## src/rtl/ram_arb_pkg.sv

```systemverilog
// Shared constants for the two-port round-robin RAM arbiter.
package ram_arb_pkg;

  // Lock ownership of the RAM.
  typedef enum logic [1:0] {
    OWN_NONE = 2'd0,
    OWN_P0   = 2'd1,
    OWN_P1   = 2'd2
  } owner_t;

  // Requester ids, also used as the tie-break priority value.
  localparam logic PORT0 = 1'b0;
  localparam logic PORT1 = 1'b1;

endpackage

```

## src/rtl/rd_tag_pipe.sv

```systemverilog
// Valid/port-id shift register that follows each granted read through the
// RAM latency, so the returning data can be steered to the right port.
module rd_tag_pipe
  import ram_arb_pkg::*;
#(
  parameter int RD_LAT = 1
) (
  input  logic clk,
  input  logic rst,
  input  logic push,
  input  logic push_id,
  output logic out_valid,
  output logic out_id
);

  logic [RD_LAT-1:0] valid_q;
  logic [RD_LAT-1:0] id_q;

  // Advance every tag one stage per cycle; reset drops all in-flight reads.
  always_ff @(posedge clk) begin
    // NOTE: state registers use non-blocking assignments so every stage
    // samples the previous stage's old value, giving a true shift register.
    if (rst) begin
      valid_q <= '0;
      id_q    <= {RD_LAT{PORT0}};
    end else begin
      valid_q[0] <= push;
      id_q[0]    <= push_id;
      for (int i = 1; i < RD_LAT; i++) begin
        valid_q[i] <= valid_q[i-1];
        id_q[i]    <= id_q[i-1];
      end
    end
  end

  assign out_valid = valid_q[RD_LAT-1];
  assign out_id    = id_q[RD_LAT-1];

endmodule

```

## src/rtl/ram_rr_arbiter.sv

```systemverilog
// Round-robin arbiter sharing one single-port synchronous RAM between two
// requesters, with an optional lock for read-modify-write sequences and
// read data returned to the port that issued the read.
module ram_rr_arbiter
  import ram_arb_pkg::*;
#(
  parameter int AW     = 6,
  parameter int DW     = 32,
  parameter int RD_LAT = 1
) (
  input  logic          clk,
  input  logic          rst,
  input  logic          req0,
  input  logic          req1,
  input  logic          we0,
  input  logic          we1,
  input  logic [AW-1:0] addr0,
  input  logic [AW-1:0] addr1,
  input  logic [DW-1:0] wdata0,
  input  logic [DW-1:0] wdata1,
  input  logic          lock0,
  input  logic          lock1,
  output logic          gnt0,
  output logic          gnt1,
  output logic          rvalid0,
  output logic          rvalid1,
  output logic [DW-1:0] rdata0,
  output logic [DW-1:0] rdata1,
  output logic          ram_en,
  output logic          ram_we,
  output logic [AW-1:0] ram_addr,
  output logic [DW-1:0] ram_wdata,
  input  logic [DW-1:0] ram_rdata
);

  owner_t        owner_q;
  owner_t        owner_d;
  logic          prio_q;
  logic          pipe_valid;
  logic          pipe_id;
  logic          push_rd;
  logic          push_id;
  logic [DW-1:0] rdata0_q;
  logic [DW-1:0] rdata1_q;

  // Grant selection: a lock owner excludes the other port, otherwise a lone
  // requester wins and a tie goes to the port named by prio.
  always_comb begin
    // NOTE: every output of a combinational block gets a default first, so
    // no path through the case leaves a value unassigned and infers a latch.
    gnt0 = 1'b0;
    gnt1 = 1'b0;
    if (!rst) begin
      unique case (owner_q)
        OWN_P0: gnt0 = req0;
        OWN_P1: gnt1 = req1;
        default: begin
          if (req0 && req1) begin
            gnt0 = (prio_q == PORT0);
            gnt1 = (prio_q == PORT1);
          end else begin
            gnt0 = req0;
            gnt1 = req1;
          end
        end
      endcase
    end
  end

  // Drive the RAM from the winner; an idle bus is held at all zeros.
  always_comb begin
    ram_en    = 1'b0;
    ram_we    = 1'b0;
    ram_addr  = '0;
    ram_wdata = '0;
    if (gnt0) begin
      ram_en    = 1'b1;
      ram_we    = we0;
      ram_addr  = addr0;
      ram_wdata = wdata0;
    end else if (gnt1) begin
      ram_en    = 1'b1;
      ram_we    = we1;
      ram_addr  = addr1;
      ram_wdata = wdata1;
    end
  end

  // Lock ownership: taken only together with a grant, released the edge the
  // owner's lock is seen low.
  always_comb begin
    owner_d = owner_q;
    unique case (owner_q)
      OWN_NONE: begin
        if (gnt0 && lock0)      owner_d = OWN_P0;
        else if (gnt1 && lock1) owner_d = OWN_P1;
      end
      OWN_P0:  if (!lock0) owner_d = OWN_NONE;
      OWN_P1:  if (!lock1) owner_d = OWN_NONE;
      default: owner_d = OWN_NONE;
    endcase
  end

  // Arbitration state: prio always moves to the loser of the last grant.
  always_ff @(posedge clk) begin
    if (rst) begin
      owner_q <= OWN_NONE;
      prio_q  <= PORT0;
    end else begin
      owner_q <= owner_d;
      if (gnt0)      prio_q <= PORT1;
      else if (gnt1) prio_q <= PORT0;
    end
  end

  assign push_rd = ram_en & ~ram_we;
  assign push_id = gnt1 ? PORT1 : PORT0;

  rd_tag_pipe #(
    .RD_LAT(RD_LAT)
  ) u_rd_pipe (
    .clk      (clk),
    .rst      (rst),
    .push     (push_rd),
    .push_id  (push_id),
    .out_valid(pipe_valid),
    .out_id   (pipe_id)
  );

  // The pipe is only cleared at the reset edge, so the strobes are also
  // masked combinationally while rst is high.
  assign rvalid0 = pipe_valid & (pipe_id == PORT0) & ~rst;
  assign rvalid1 = pipe_valid & (pipe_id == PORT1) & ~rst;

  // Capture returned data per port so it stays visible after the strobe.
  always_ff @(posedge clk) begin
    if (rst) begin
      rdata0_q <= '0;
      rdata1_q <= '0;
    end else begin
      if (rvalid0) rdata0_q <= ram_rdata;
      if (rvalid1) rdata1_q <= ram_rdata;
    end
  end

  assign rdata0 = rst ? '0 : (rvalid0 ? ram_rdata : rdata0_q);
  assign rdata1 = rst ? '0 : (rvalid1 ? ram_rdata : rdata1_q);

endmodule

```

## config.mk

```make
export PLATFORM = sky130hd
export DESIGN_NAME = ram_rr_arbiter
export DESIGN_NICKNAME = d
export VERILOG_FILES = /design/src/rtl/ram_arb_pkg.sv /design/src/rtl/rd_tag_pipe.sv /design/src/rtl/ram_rr_arbiter.sv
export SDC_FILE = /design/constraint.sdc
export NUM_CORES = 1
export LEC_CHECK = 0
export CAP_MARGIN = 20
export CORE_MARGIN = 1.5
export CORE_UTILIZATION = 31
export CTS_CLUSTER_DIAMETER = 120
export DETAILED_ROUTE_END_ITERATION = 16
export PLACE_DENSITY = 0.87
export SLEW_MARGIN = 0
export SYNTH_ARGS = -nofsm -noshare
export SYNTH_HDL_FRONTEND = slang
export SYNTH_SLANG_ARGS = --single-unit
```

## constraint.sdc

```tcl
create_clock -name clk -period 1.96 [get_ports clk]
set_clock_uncertainty 0.1 [all_clocks]
set_input_delay 0.392 -clock clk [delete_from_list [all_inputs] [get_ports clk]]
set_output_delay 0.392 -clock clk [all_outputs]
set_load 0.01 [all_outputs]
```

==> flow_summary.json <==
{
  "status": "complete, but fails checks",
  "violations": "negative setup slack",
  "min_period_ps": 2747,
  "antenna_found_initial": 0,
  "finalCritPeriodShare": 1.402,
  "cts_root_buffer": "clkbuf_8",
  "hp-class": "in2reg",
  "seq_area_frac_synth": 0.4525,
  "hold_buffers": 0,
  "synth_top_area_frac": 0.4525,
  "synthesis.area_um2": 3053,
  "grt_pass1_vias": 4460,
  "relSlewSlack": 0.6810,
  "rows": 36,
  "post-place-ws_ps": -994.6,
  "drt-pass1-iter-count": 4,
  "setup_violations": 107,
  "clkLatencyLatePin_ps": 340,
  "clkTransAtPathRegs_ps": 80,
  "core_area_um2": 9639,
  "avgSynthCellArea_um2": 6.845,
  "gp_congestion": 0.7809,
  "postSynth.asyncResetShare": 0,
  "start_util": 0.3167,
  "cp.required_ps": 1470,
  "grt_max_degree": 69,
  "drive_gt1_frac": 0.6393,
  "grt_first_pass_wirelength_mm": 21.39,
  "yosys.area.top_type": "dfxtp_1",
  "crit_type": "reg2out",
  "vias_per_cell": 5.040,
  "syn_nets": 565,
  "htree_levels": 3,
  "drt-initial-drc-count": 122,
  "final_max_slew_viol_count": 0,
  "syn_to_final_growth_pct": 160.5,
  "rsz0062_at_grt": "yes",
  "setup_ws_ps": -787.1,
  "startpoint_type": "flip-flop",
  "place_hpwl_mm": 8.356,
  "synth.most_common_cell": "nand2_1",
  "cts_tree": "built",
  "grt_usage": 0.2622,
  "cp.arrival_ps": 2260,
  "ys.flop_type": "dfxtp_1",
  "leakage_nw": 3.743,
  "fp.dieW_um": 102.2,
  "cts_sinks": 69,
  "nets": 882,
  "fp.dieH_um": 102.2,
  "ys_warn_count": 0,
  "port_buffers": 223,
  "hold_viol": 0,
  "tightestPinTransition_ps": 478.5,
  "clockBufferDepth": 2,
  "synth_edf_count": 0,
  "synth_cell_types": 27,
  "syn-instance-count": 446,
  "ant_nets": 0,
  "cp_max_fo": 7,
  "cap_violations": 0,
  "ys_seq_elements": 69,
  "diodes": 0,
  "p_per_area_nw_per_um2": 570.0,
  "num_vias": 4541,
  "crit_path_end_kind": "output port",
  "fmax_ghz": 0.3640,
  "vdd_drop_max_v": 0.0004067,
  "drc": 0,
  "cts_buffers": 9,
  "drt_wl_total_mm": 17.31,
  "synth.area.top_cells": "dfxtp_1, nand2_1, a21oi_1, o21ai_0, clkbuf_1",
  "drt-wirelength-per-cell_um": 19.22,
  "grt.overflow.total": 0,
  "io-pin-count": 224,
  "total_power_mw": 4.532,
  "die_area_um2": 10450,
  "ys_top_cells_by_count": "nand2_1, dfxtp_1, a21oi_1"
}
==> layer usage <==
layer	vias up	track usage	part of all wire
met4	0	0.1001	0.034
met1	2178	0.2778	0.35
li1	2099	-	-
met5	-	0	0
met2	214	0.5028	0.56
met3	50	0.05609	0.051
==> through the flow <==
stage                     hold WS (ps)  instance area [um2]  instances  TNS (ps)    util
after floorplan                  370.4                 3286        446     -4204       -
after global placement           345.5                 5796        794    -60660  0.6012
after detailed placement         354.4                 5796        794    -64750  0.6012
after CTS                        273.9                 6768        866    -39050  0.7021
after global routing             256.9                 7951        901    -46210  0.8249
final                            269.6                 7951        901    -38730  0.8249
==> power breakdown <==
part / internal, mW / total [mW] / switching [mW]
Sequential: 1.48 / 1.52 / 0.0428
Combinational: 0.973 / 1.84 / 0.863
Clock: 0.592 / 1.18 / 0.583
==> logic make-up after synthesis <==
logic type,count (synthesis),synth area share
AOI/OAI and AO/OA,109,0.1832
DFF,69,0.4525
buffers and inverters,39,0.05533
adders and majority gates,3,0.01230
and+or+nand+nor,226,0.2967
==> path summary, 6_finish.rpt <==
path	depth (start not counted)	end	start	slack, ps
max	11	ram_wdata[17]	owner_q[0]$_SDFFE_PP0P_	-790
min	2	prio_q$_SDFFE_PP0P_	rst	270
min reg2reg	2	rdata1_q[26]$_DFF_P_	rdata1_q[26]$_DFF_P_	360
max reg2reg	12	u_rd_pipe.out_valid$_SDFF_PP0_	owner_q[1]$_SDFFE_PP0P_	-290
==> flip-flops by register name, summed over array words and instances, names as in the netlist <==
register and cells:
owner_q 2, u_rd_pipe.out_valid 1, u_rd_pipe.out_id 1, rdata1_q 32, prio_q 1, rdata0_q 32
==> critical path, stage by stage, from the launching register on <==
cell and delay (ps):
dfxtp_2 350, inv_2 50, ha_4 260, and3b_2 210, nor4b_4 230, buf_6 190
buf_6 140, buf_12 120, buf_8 100, nand2_4 40, o21ai_2 60, buf_2 160
==> layout make-up <==
| cell class | count | area, um2 |
|---|---|---|
| Sequential cell | 69 | 1391 |
| Clock buffer | 9 | 123.9 |
| Fill cell | 575 | 1688 |
| Tap cell | 133 | 166.4 |
| Timing Repair Buffer | 343 | 3374 |
| Clock inverter | 7 | 73.82 |
| Inverter | 2 | 7.507 |
| Multi-Input combinational cell | 338 | 2814 |
==> layout by cell type, fill, tap and decap left out, types with 37 or more instances in the layout <==
cell,count
nand2_2,38
clkdlybuf4s50_1,114
o21ai_2,37
nand2_4,87
buf_4,48
buf_6,46
nand2_1,83
dfxtp_1,65
buf_2,92
a21oi_2,55
==> repair_timing <==
action | CTS | global route
pin swaps | 40 | 120
cloned | 13 | 6
resized for setup | 605 | 213
setup buffers | 44 | 36
setup endpoints to repair | 110 | 111
Note: power is estimated with default switching activity, not from simulation.
